--- src/rtl/fetch_unit.sv ---
// fetch_unit: single-outstanding instruction fetch stage.
// Holds one instruction for the core, retires it on instr_ready and steers the
// next fetch from PC+4 or the controller's redirect target.
// Build option: define FETCH_MISALIGN_CHECK_EN to trap misaligned redirect
// targets in a sticky FAULT state. Without it, targets are force-aligned.
module fetch_unit #(
    parameter logic [31:0] RESET_PC = 32'h0000_0000
) (
    input  logic        clk,
    input  logic        reset,
    output logic        imem_req_valid,
    input  logic        imem_req_ready,
    output logic [31:0] imem_addr,
    input  logic        imem_rsp_valid,
    input  logic [31:0] imem_rsp_data,
    output logic [31:0] Instr,
    output logic [31:0] PC,
    output logic [31:0] PCPlus4,
    output logic        instr_valid,
    input  logic        instr_ready,
    input  logic        PCSrc,
    input  logic [31:0] PCTarget,
    output logic        fetch_fault
);

    localparam logic [31:0] NOP = 32'h0000_0013;

    typedef enum logic [1:0] {
        S_REQ,
        S_WAIT,
        S_HOLD,
        S_FAULT
    } state_t;

    state_t      state, state_nxt;
    logic [31:0] pc_q, pc_nxt;
    logic [31:0] instr_q, instr_nxt;
    logic        retire;

    assign PCPlus4   = pc_q + 32'd4;
    assign PC        = pc_q;
    assign Instr     = instr_q;
    assign imem_addr = pc_q;
    assign retire    = (state == S_HOLD) && instr_ready;

`ifdef FETCH_MISALIGN_CHECK_EN
    // FAULT is terminal until reset, so the state itself is the sticky flag.
    assign fetch_fault = (state == S_FAULT);
`else
    assign fetch_fault = 1'b0;
`endif

    // State, PC and held instruction; reset drops any in-flight request.
    always_ff @(posedge clk or posedge reset) begin
        if (reset) begin
            state   <= S_REQ;
            pc_q    <= RESET_PC;
            instr_q <= NOP;
        end else begin
            state   <= state_nxt;
            pc_q    <= pc_nxt;
            instr_q <= instr_nxt;
        end
    end

    // Next-state, next-PC and handshake outputs.
    always_comb begin
        state_nxt      = state;
        pc_nxt         = pc_q;
        instr_nxt      = instr_q;
        imem_req_valid = 1'b0;
        instr_valid    = 1'b0;
        case (state)
            S_REQ: begin
                // State already reads REQ during reset; keep the bus quiet.
                imem_req_valid = !reset;
                if (imem_req_ready) state_nxt = S_WAIT;
            end
            S_WAIT: begin
                if (imem_rsp_valid) begin
                    instr_nxt = imem_rsp_data;
                    state_nxt = S_HOLD;
                end
            end
            S_HOLD: begin
                instr_valid = 1'b1;
                if (retire) begin
                    state_nxt = S_REQ;
                    if (PCSrc) begin
`ifdef FETCH_MISALIGN_CHECK_EN
                        if (PCTarget[1:0] != 2'b00) state_nxt = S_FAULT;
                        else                        pc_nxt    = PCTarget;
`else
                        pc_nxt = PCTarget & 32'hFFFF_FFFC;
`endif
                    end else begin
                        pc_nxt = PCPlus4;
                    end
                end
            end
            default: begin
                // FAULT: no requests, nothing valid, wait for reset.
            end
        endcase
    end

endmodule

--- config.mk ---
export PLATFORM = sky130hd
export DESIGN_NAME = fetch_unit
export DESIGN_NICKNAME = d
export VERILOG_FILES = /design/src/rtl/fetch_unit.sv
export SDC_FILE = /design/constraint.sdc
export NUM_CORES = 1
export LEC_CHECK = 0
export CAP_MARGIN = 30
export CORE_MARGIN = 3
export CORE_UTILIZATION = 44
export DETAILED_ROUTE_END_ITERATION = 10
export PLACE_DENSITY = 0.9
export SLEW_MARGIN = 20
export SYNTH_ARGS = -nofsm -noshare
export SYNTH_HDL_FRONTEND = slang
export SYNTH_SLANG_ARGS = --single-unit
--- constraint.sdc ---
create_clock -name clk -period 5.45 [get_ports clk]
set_input_delay 1.3625 -clock clk [delete_from_list [all_inputs] [get_ports clk]]
set_output_delay 1.3625 -clock clk [all_outputs]
set_load 0.1 [all_outputs]
# Yosys cells after proc, flatten, opt, wreduce, memory -nomap -nowiden
# Index checks and enable logic that the tools add are counted.
word_totals:
  regBits: 66
  inputBits: 70
  output_inout_bits: 131
  word_cells: 23
op_classes:
  n_addsub: 1
  n_eq_ne: 5
  mux: 7
  reduce_logical: 7
op_table:
  columns: ["operator", "count"]
  rows:
  - ["adder 32 x 3 -> 32 bit, second input constant", 1]
  - ["two-way mux 32 bit", 1]
  - ["two-way mux 2 bit", 3]
  - ["!= test 2 bit, second input constant", 3]
  - ["case mux 2 bit (3 select lines)", 1]
  - ["AND reduction 2 bit", 2]
  - ["AND reduction 4 bit", 1]
  - ["nonzero test 3 bit", 1]
  - ["== test 2 x 1 -> 1 bit, second input constant", 1]
  - ["== test 2 bit, second input constant", 1]
  - ["zero test 2 bit", 1]
  - ["two-way mux 1 bit", 2]
  - ["logical AND 1 bit", 1]
  - ["zero test 1 bit", 1]

# Logic depth before layout (Yosys ltp)
# Gate-level depths: netlist of run 1.
logic_depth:
  ltp_word: 4
  depth_mapped: 7
  depth_no_buf: 6

# Worst setup path before layout of run 1
# Ideal clock, no wire load.
synth_path:
  path_kind: "reg-to-output"
  startpoint: "reg pc_q[3], in the netlist PC[3]"
  endpoint: "out PCPlus4[30]"
  arrival_time_ns: 4.211
  t_required_ns: 4.088
  path_slack_ns: -0.124
  path_stages_with_launch: 6
  path_buffers: 0
  path_cell_list: "dfrtp_1 ha_1 nand3_4 or4_4 or4_4 xnor2_1"
synth_via:
  elab_chain_cells: 1
synth_lines:
  columns: ["item", "line", "rtl"]
  rows:
  - ["start, declared", "36", "logic [31:0] pc_q, pc_nxt;"]
  - ["start signal, assigned", "61", "pc_q <= pc_nxt;"]
  - ["adder 32 x 3 -> 32 bit", "40", "assign PCPlus4 = pc_q + 32'd4;"]
  - ["end, declared", "18", "output logic [31:0] PCPlus4,"]
# No other way between the ends.

# Worst setup path in the final report of run 1
layout_path:
  startpoint: "reg pc_q[6], in the netlist PC[6]"
  endpoint: "out PCPlus4[30]"
# The elaborated chain is that of the path after synthesis.

==> run_results.csv, run 1 <==
group,metric,value,unit
run_status,status,"complete, no violations",
layout,nNetsFinal,648,
layout,antenna-diode-count,0,
setup_path,worst-r2r-setup-slack,2.76,ns
timing,worst_pin_slew,1.01,ns
setup_path,r2r_start,"PC[6]",
layout,drive_gt1_share,15.6,%
timing,hold_viol_final,0,
die,die-area,10300,sq um
timing,maxSlewViolCount,0,
layout,syn_to_final_growth,46.3,%
timing,fin_setup_tns,0,ns
logic_synthesis,synth_cell_types,54,
die,fp.coreArea,8810,sq um
logic_synthesis,syn_avg_cell_area,9.46,sq um
clock_tree,cts_buffers,9,
detailed_routing,viasPerCell,5.53,
clock_tree,clock_path_buffers,2,
place,gp_congestion,0.814,
clock_tree,h-tree-depth,3,
logic_synthesis,ys.flop_type,"dfrtp_1",
logic_synthesis,ys_async_sr_fraction,100,%
logic_synthesis,syn_area,4020,sq um
global_route,grt_max_degree,60,
global_route,grt-ovfl-total,0,
timing,fin_crit_sh,82.8,%
die,rows,34,
setup_path,crit_path_max_fanout,12,
detailed_routing,wl_per_cell,17.9,microns
die,pin_count,201,
setup_path,worst_path_most_repeated_cell,"or4_4",
logic_synthesis,synth-seq-area-share,39.9,%
die,die_h,102,microns
setup_path,crit_path_end_kind,"primary output",
logic_synthesis,netlist_instances,425,
clock_tree,cts_setup_buffers,0,
setup_path,crit_buf_inv,1,
setup_path,worstPathArrival,3.15,ns
place,hpwl,9030,microns
global_route,grt_util_all_layers,23.5,%
timing,layout_min_cycle_time,4.51,ns
timing,max-slew-margin-rel,32.1,%
timing,rsz0062_at_grt,"false",
detailed_routing,dr.pass1.iters,4,
logic_synthesis,ys_ff_latch,64,
detailed_routing,drt_wl_total,12300,microns
detailed_routing,antenna_left,0,
place,port_buffers,191,
setup_path,crit_chain,"nand4_1 -> or4_4 -> or4_4 -> xnor2_2 -> buf_4",
layout,final_cell_mix,"clkdlybuf4s50_1, dfrtp_1, mux2_2",
clock_tree,root_buffer,"clkbuf_8",
min_path,worstHoldStart,"Instr[27]",
layout,layout_commonest_cell,"clkdlybuf4s50_1",
timing,fmax,0.222,GHz
clock_tree,cts_tree,"yes",
setup_path,critPathRequiredTime,4.09,ns
setup_path,crit_type,"reg -> out",
setup_path,critPathLaunch,"PC[6]",
setup_path,cp_top_family,"simple AND/OR/NAND/NOR gates",
layout,finish.utilization,66.9,%
clock_tree,clk-insertion-delay-late,0.34,ns
timing,setup_viol,0,
logic_synthesis,synth_edf_count,0,
setup_path,max_stage_delay,0.74,ns
flow_run,cap_violations,0,
clock_tree,cts.sinks,64,
detailed_routing,drc,0,
die,die_w,102,microns
global_route,grt_pass1_vias,3827,
detailed_routing,via_count,3790,
min_path,min-delay-path-class,"reg -> reg",
logic_synthesis,ys_warn_count,0,
global_route,grt_pass1_wl,19300,microns
setup_path,crit_path_start_kind,"flop",
die,start_util,45.7,%
clock_tree,path_clk_slew,0.08,ns
global_route,grt_antenna_before_repair,0,
setup_path,critPathSlowestCell,"or4_4",
timing,skew,0.00863,ns
clock_tree,ctsResizeCount,0,
detailed_routing,drt_iter0_drc,198,
clock_tree,hold_buffers,0,
-- cell usage after synthesis (3+ instances only) --
library cell   n  area (sq um)
nor3_1        19          95.1
nor4_1         6          37.5
nand3_1       21           105
dfstp_2        3          78.8
o311ai_0       4          35.0
nor2b_1        4          25.0
o211ai_1       4          30.0
o21ai_0       20           100
xnor2_1       18           158
nand4_1        9          56.3
buf_2          6          30.0
a21oi_1       15          75.1
xor2_1         9          78.8
dfrtp_1       61          1530
a311o_1        3          30.0
clkbuf_1      18          67.6
nand2_1       32           120
a31oi_1        5          31.3
buf_4         37           278
inv_1         10          37.5
and3_1        15          93.8
o21a_1         4          30.0
mux2_2        33           372
ha_1           6          75.1
buf_1          5          18.8
and4_1         4          35.0
nor2_1        15          56.3
-- per-layer routing --
layer  up-vias  GRT usage [%]  wire [microns]
met5         -              0               0
met4         0           8.38             170
met3        14           8.75            1240
met2       164           39.9            6180
met1      1829           27.2            4670
li1       1783              -               -
-- layout make-up --
| type | instances | area, sq um |
|---|---|---|
| clock buffer | 9 | 124 |
| clock inverter | 7 | 80.1 |
| fill | 659 | 2920 |
| inverter | 11 | 41.3 |
| multi-input combinational | 290 | 2010 |
| sequential | 64 | 1610 |
| tap | 108 | 135 |
| timing repair buffer | 196 | 1890 |
-- final timing paths --
check	end	depth (start not counted)
worst max register to register	PC[25]	4
worst min register to register	Instr[27]	1
max in group asynchronous	PC[26]	3
min in group asynchronous	Instr[9]	2
worst min-delay path	Instr[27]	1
worst max-delay path	PCPlus4[30]	5
-- state kept, by name (all words and copies together), names as in the netlist --
register / flops
Instr: 32
state: 2
PC: 30
-- metrics by stage --
step / setup slack, ns / area, sq um / instances / hold slack [ns]
after floorplan: 0.159 / 4050 / 431 / 0.576
after global placement: 1.34 / 5680 / 669 / 0.488
after detailed placement: 1.30 / 5680 / 669 / 0.495
after CTS: 0.901 / 5890 / 685 / 0.510
after global routing: 0.758 / 5890 / 685 / 0.527
final: 0.938 / 5890 / 685 / 0.508
-- kinds of logic (layout without fill, tap and decap cells) --
logic type | count (synthesis) | count (layout) | share of synthesized area (%)
compound gates | 77 | 77 | 12.9
simple gates | 138 | 138 | 18.8
other cells | 1 | 7 | 0.0932
xor+xnor | 27 | 27 | 5.88
buf+inv | 77 | 223 | 10.8
mux | 35 | 35 | 9.74
fa+ha+maj | 6 | 6 | 1.87
flops | 64 | 64 | 39.9
Power of run 1 is not shown: default switching activity piles up to over one toggle a cycle in this logic, so the estimate is an artifact.
==> inputs of run 2 (changes only) <==
--- a/config.mk
+++ b/config.mk
@@ -7,9 +7,9 @@
 export LEC_CHECK = 0
 export CAP_MARGIN = 30
 export CORE_MARGIN = 3
-export CORE_UTILIZATION = 44
+export CORE_UTILIZATION = 37
 export DETAILED_ROUTE_END_ITERATION = 10
-export PLACE_DENSITY = 0.9
+export PLACE_DENSITY = 0.81
 export SLEW_MARGIN = 20
 export SYNTH_ARGS = -nofsm -noshare
 export SYNTH_HDL_FRONTEND = slang
==> constraint.sdc (replaced) <==
create_clock -name clk -period 3.99 [get_ports clk]
set_input_delay 0.9975 -clock clk [delete_from_list [all_inputs] [get_ports clk]]
set_output_delay 0.9975 -clock clk [all_outputs]
set_load 0.1 [all_outputs]
==> run_results.csv, run 2 (synthesis results as in run 1) <==
group,metric,value,unit
flow_run,cap_violations,0,
min_path,min-delay-path-class,"reg -> reg",
global_route,grt-ovfl-total,0,
layout,fillers,879,
timing,rsz0062_at_grt,"false",
clock_tree,path_clk_slew,0.08,ns
setup_path,critPathRequiredTime,2.99,ns
die,die_h,110,microns
detailed_routing,drc,0,
layout,largest_register_ffs,32,
detailed_routing,viasPerCell,5.28,
die,die_w,110,microns
die,fp.coreArea,10500,sq um
timing,max-slew-margin-rel,33.0,%
setup_path,crit_path_start_kind,"flop",
layout,layout_commonest_cell,"clkdlybuf4s50_1",
setup_path,crit_type,"reg -> out",
clock_tree,h-tree-depth,3,
timing,whs,0.506,ns
detailed_routing,wl_per_cell,17.0,microns
global_route,grt_max_degree,49,
global_route,grt_pass1_vias,3838,
timing,layout_min_cycle_time,3.83,ns
timing,fin_crit_sh,95.9,%
clock_tree,hold_buffers,0,
layout,drive_gt1_share,26.0,%
die,pin_count,201,
clock_tree,ctsResizeCount,0,
global_route,grt_antenna_before_repair,0,
min_path,min_delay_path_depth,1,
timing,setup_viol,0,
global_route,grt_util_all_layers,20.2,%
timing,worst_pin_slew,1.00,ns
timing,fmax,0.261,GHz
place,gp_congestion,0.832,
layout,nNetsFinal,656,
detailed_routing,drt_iter0_drc,165,
setup_path,reg2reg_depth,4,
clock_tree,cts_setup_buffers,0,
setup_path,worstPathArrival,2.83,ns
run_status,status,"complete, no violations",
die,die-area,12200,sq um
detailed_routing,antenna_left,0,
timing,skew,0.0105,ns
timing,hold_viol_final,0,
clock_tree,cts.sinks,64,
layout,final_cell_mix,"clkdlybuf4s50_1, dfrtp_1, buf_4",
layout,antenna-diode-count,0,
place,port_buffers,191,
clock_tree,root_buffer,"clkbuf_8",
detailed_routing,drt_wl_total,12300,microns
layout,syn_to_final_growth,60.1,%
clock_tree,cts_buffers,9,
clock_tree,clk-insertion-delay-late,0.33,ns
die,start_util,38.4,%
detailed_routing,dr.pass1.iters,6,
clock_tree,cts_tree,"yes",
global_route,grt_pass1_wl,19200,microns
setup_path,crit_path_end_kind,"primary output",
place,hpwl,9120,microns
timing,maxSlewViolCount,0,
setup_path,crit_path_max_fanout,10,
die,rows,37,
clock_tree,clock_path_buffers,2,
detailed_routing,via_count,3806,
## run 2: changes by cell type in the layout (fill, tap and decap cells not counted), moves of 4 or more
cell	previous run	this run
xor2_2	0	4
clkdlybuf4s50_1	168	151
buf_4	27	35
xnor2_2	1	12
xor2_1	9	1
buf_12	0	17
xnor2_1	17	2
dfrtp_1	61	47
dfrtp_2	0	14
xnor2_4	0	4
xor2_4	0	4
## run 2: worst max-delay path, cell delays in order, from the launching register on
cell     delay (ns)
dfrtp_1        0.47
ha_2           0.27
nand3_4        0.15
or4_4          0.63
or4_4          0.58
xnor2_2        0.19
buf_12         0.20
## run 2: path summary, 6_finish.rpt
check / startpoint / endpoint / slack [ns]
worst max-delay path: PC[2] / PCPlus4[30] / 0.16
worst min-delay path: Instr[16] / Instr[16] / 0.51
worst max register to register: PC[15] / PC[31] / 1.50
worst min register to register: Instr[16] / Instr[16] / 0.51
max in group asynchronous: reset / Instr[4] / 2.23
min in group asynchronous: reset / PC[11] / 1.02
## run 2: through the flow
step	setup WS (ns)	util (%)	TNS (ns)	instance area, sq um	cells
floorplan	-0.593	-	-0.721	4330	431
global placement	0.510	59.5	0	6230	705
detailed placement	0.459	59.5	0	6230	705
CTS	0.0806	61.5	0	6430	721
global route	0.0168	61.5	0	6440	721
finish	0.162	61.5	0	6440	721
## run 2: area by class of cell
cell class | count | area (sq um) | share of cell area [%]
inverter | 11 | 41.3 | 0.641
clock buffer | 12 | 155 | 2.41
clock inverter | 4 | 52.6 | 0.816
multi-input combinational | 290 | 2280 | 35.4
sequential | 64 | 1620 | 25.2
timing repair buffer | 204 | 2120 | 32.9
tap | 136 | 170 | 2.64
## run 2: per-layer routing
layer	GRT usage (%)	routed length, microns	vias up
li1	-	-	1799
met2	33.8	5970	172
met1	25.0	5010	1824
met5	0	0	-
met4	5.80	154	0
met3	6.52	1120	11
Power of run 2 is left out for the same reason.
==> inputs of run 3 (changes only) <==
--- a/config.mk
+++ b/config.mk
@@ -9,6 +9,7 @@
 export CORE_MARGIN = 3
 export CORE_UTILIZATION = 37
 export DETAILED_ROUTE_END_ITERATION = 10
+export HOLD_SLACK_MARGIN = 0.02
 export PLACE_DENSITY = 0.81
 export SLEW_MARGIN = 20
 export SYNTH_ARGS = -nofsm -noshare
==> results of run 3 <==
The final DEF is identical to that of run 2; final timing and power are the same.
Power of run 3 is left out for the same reason.
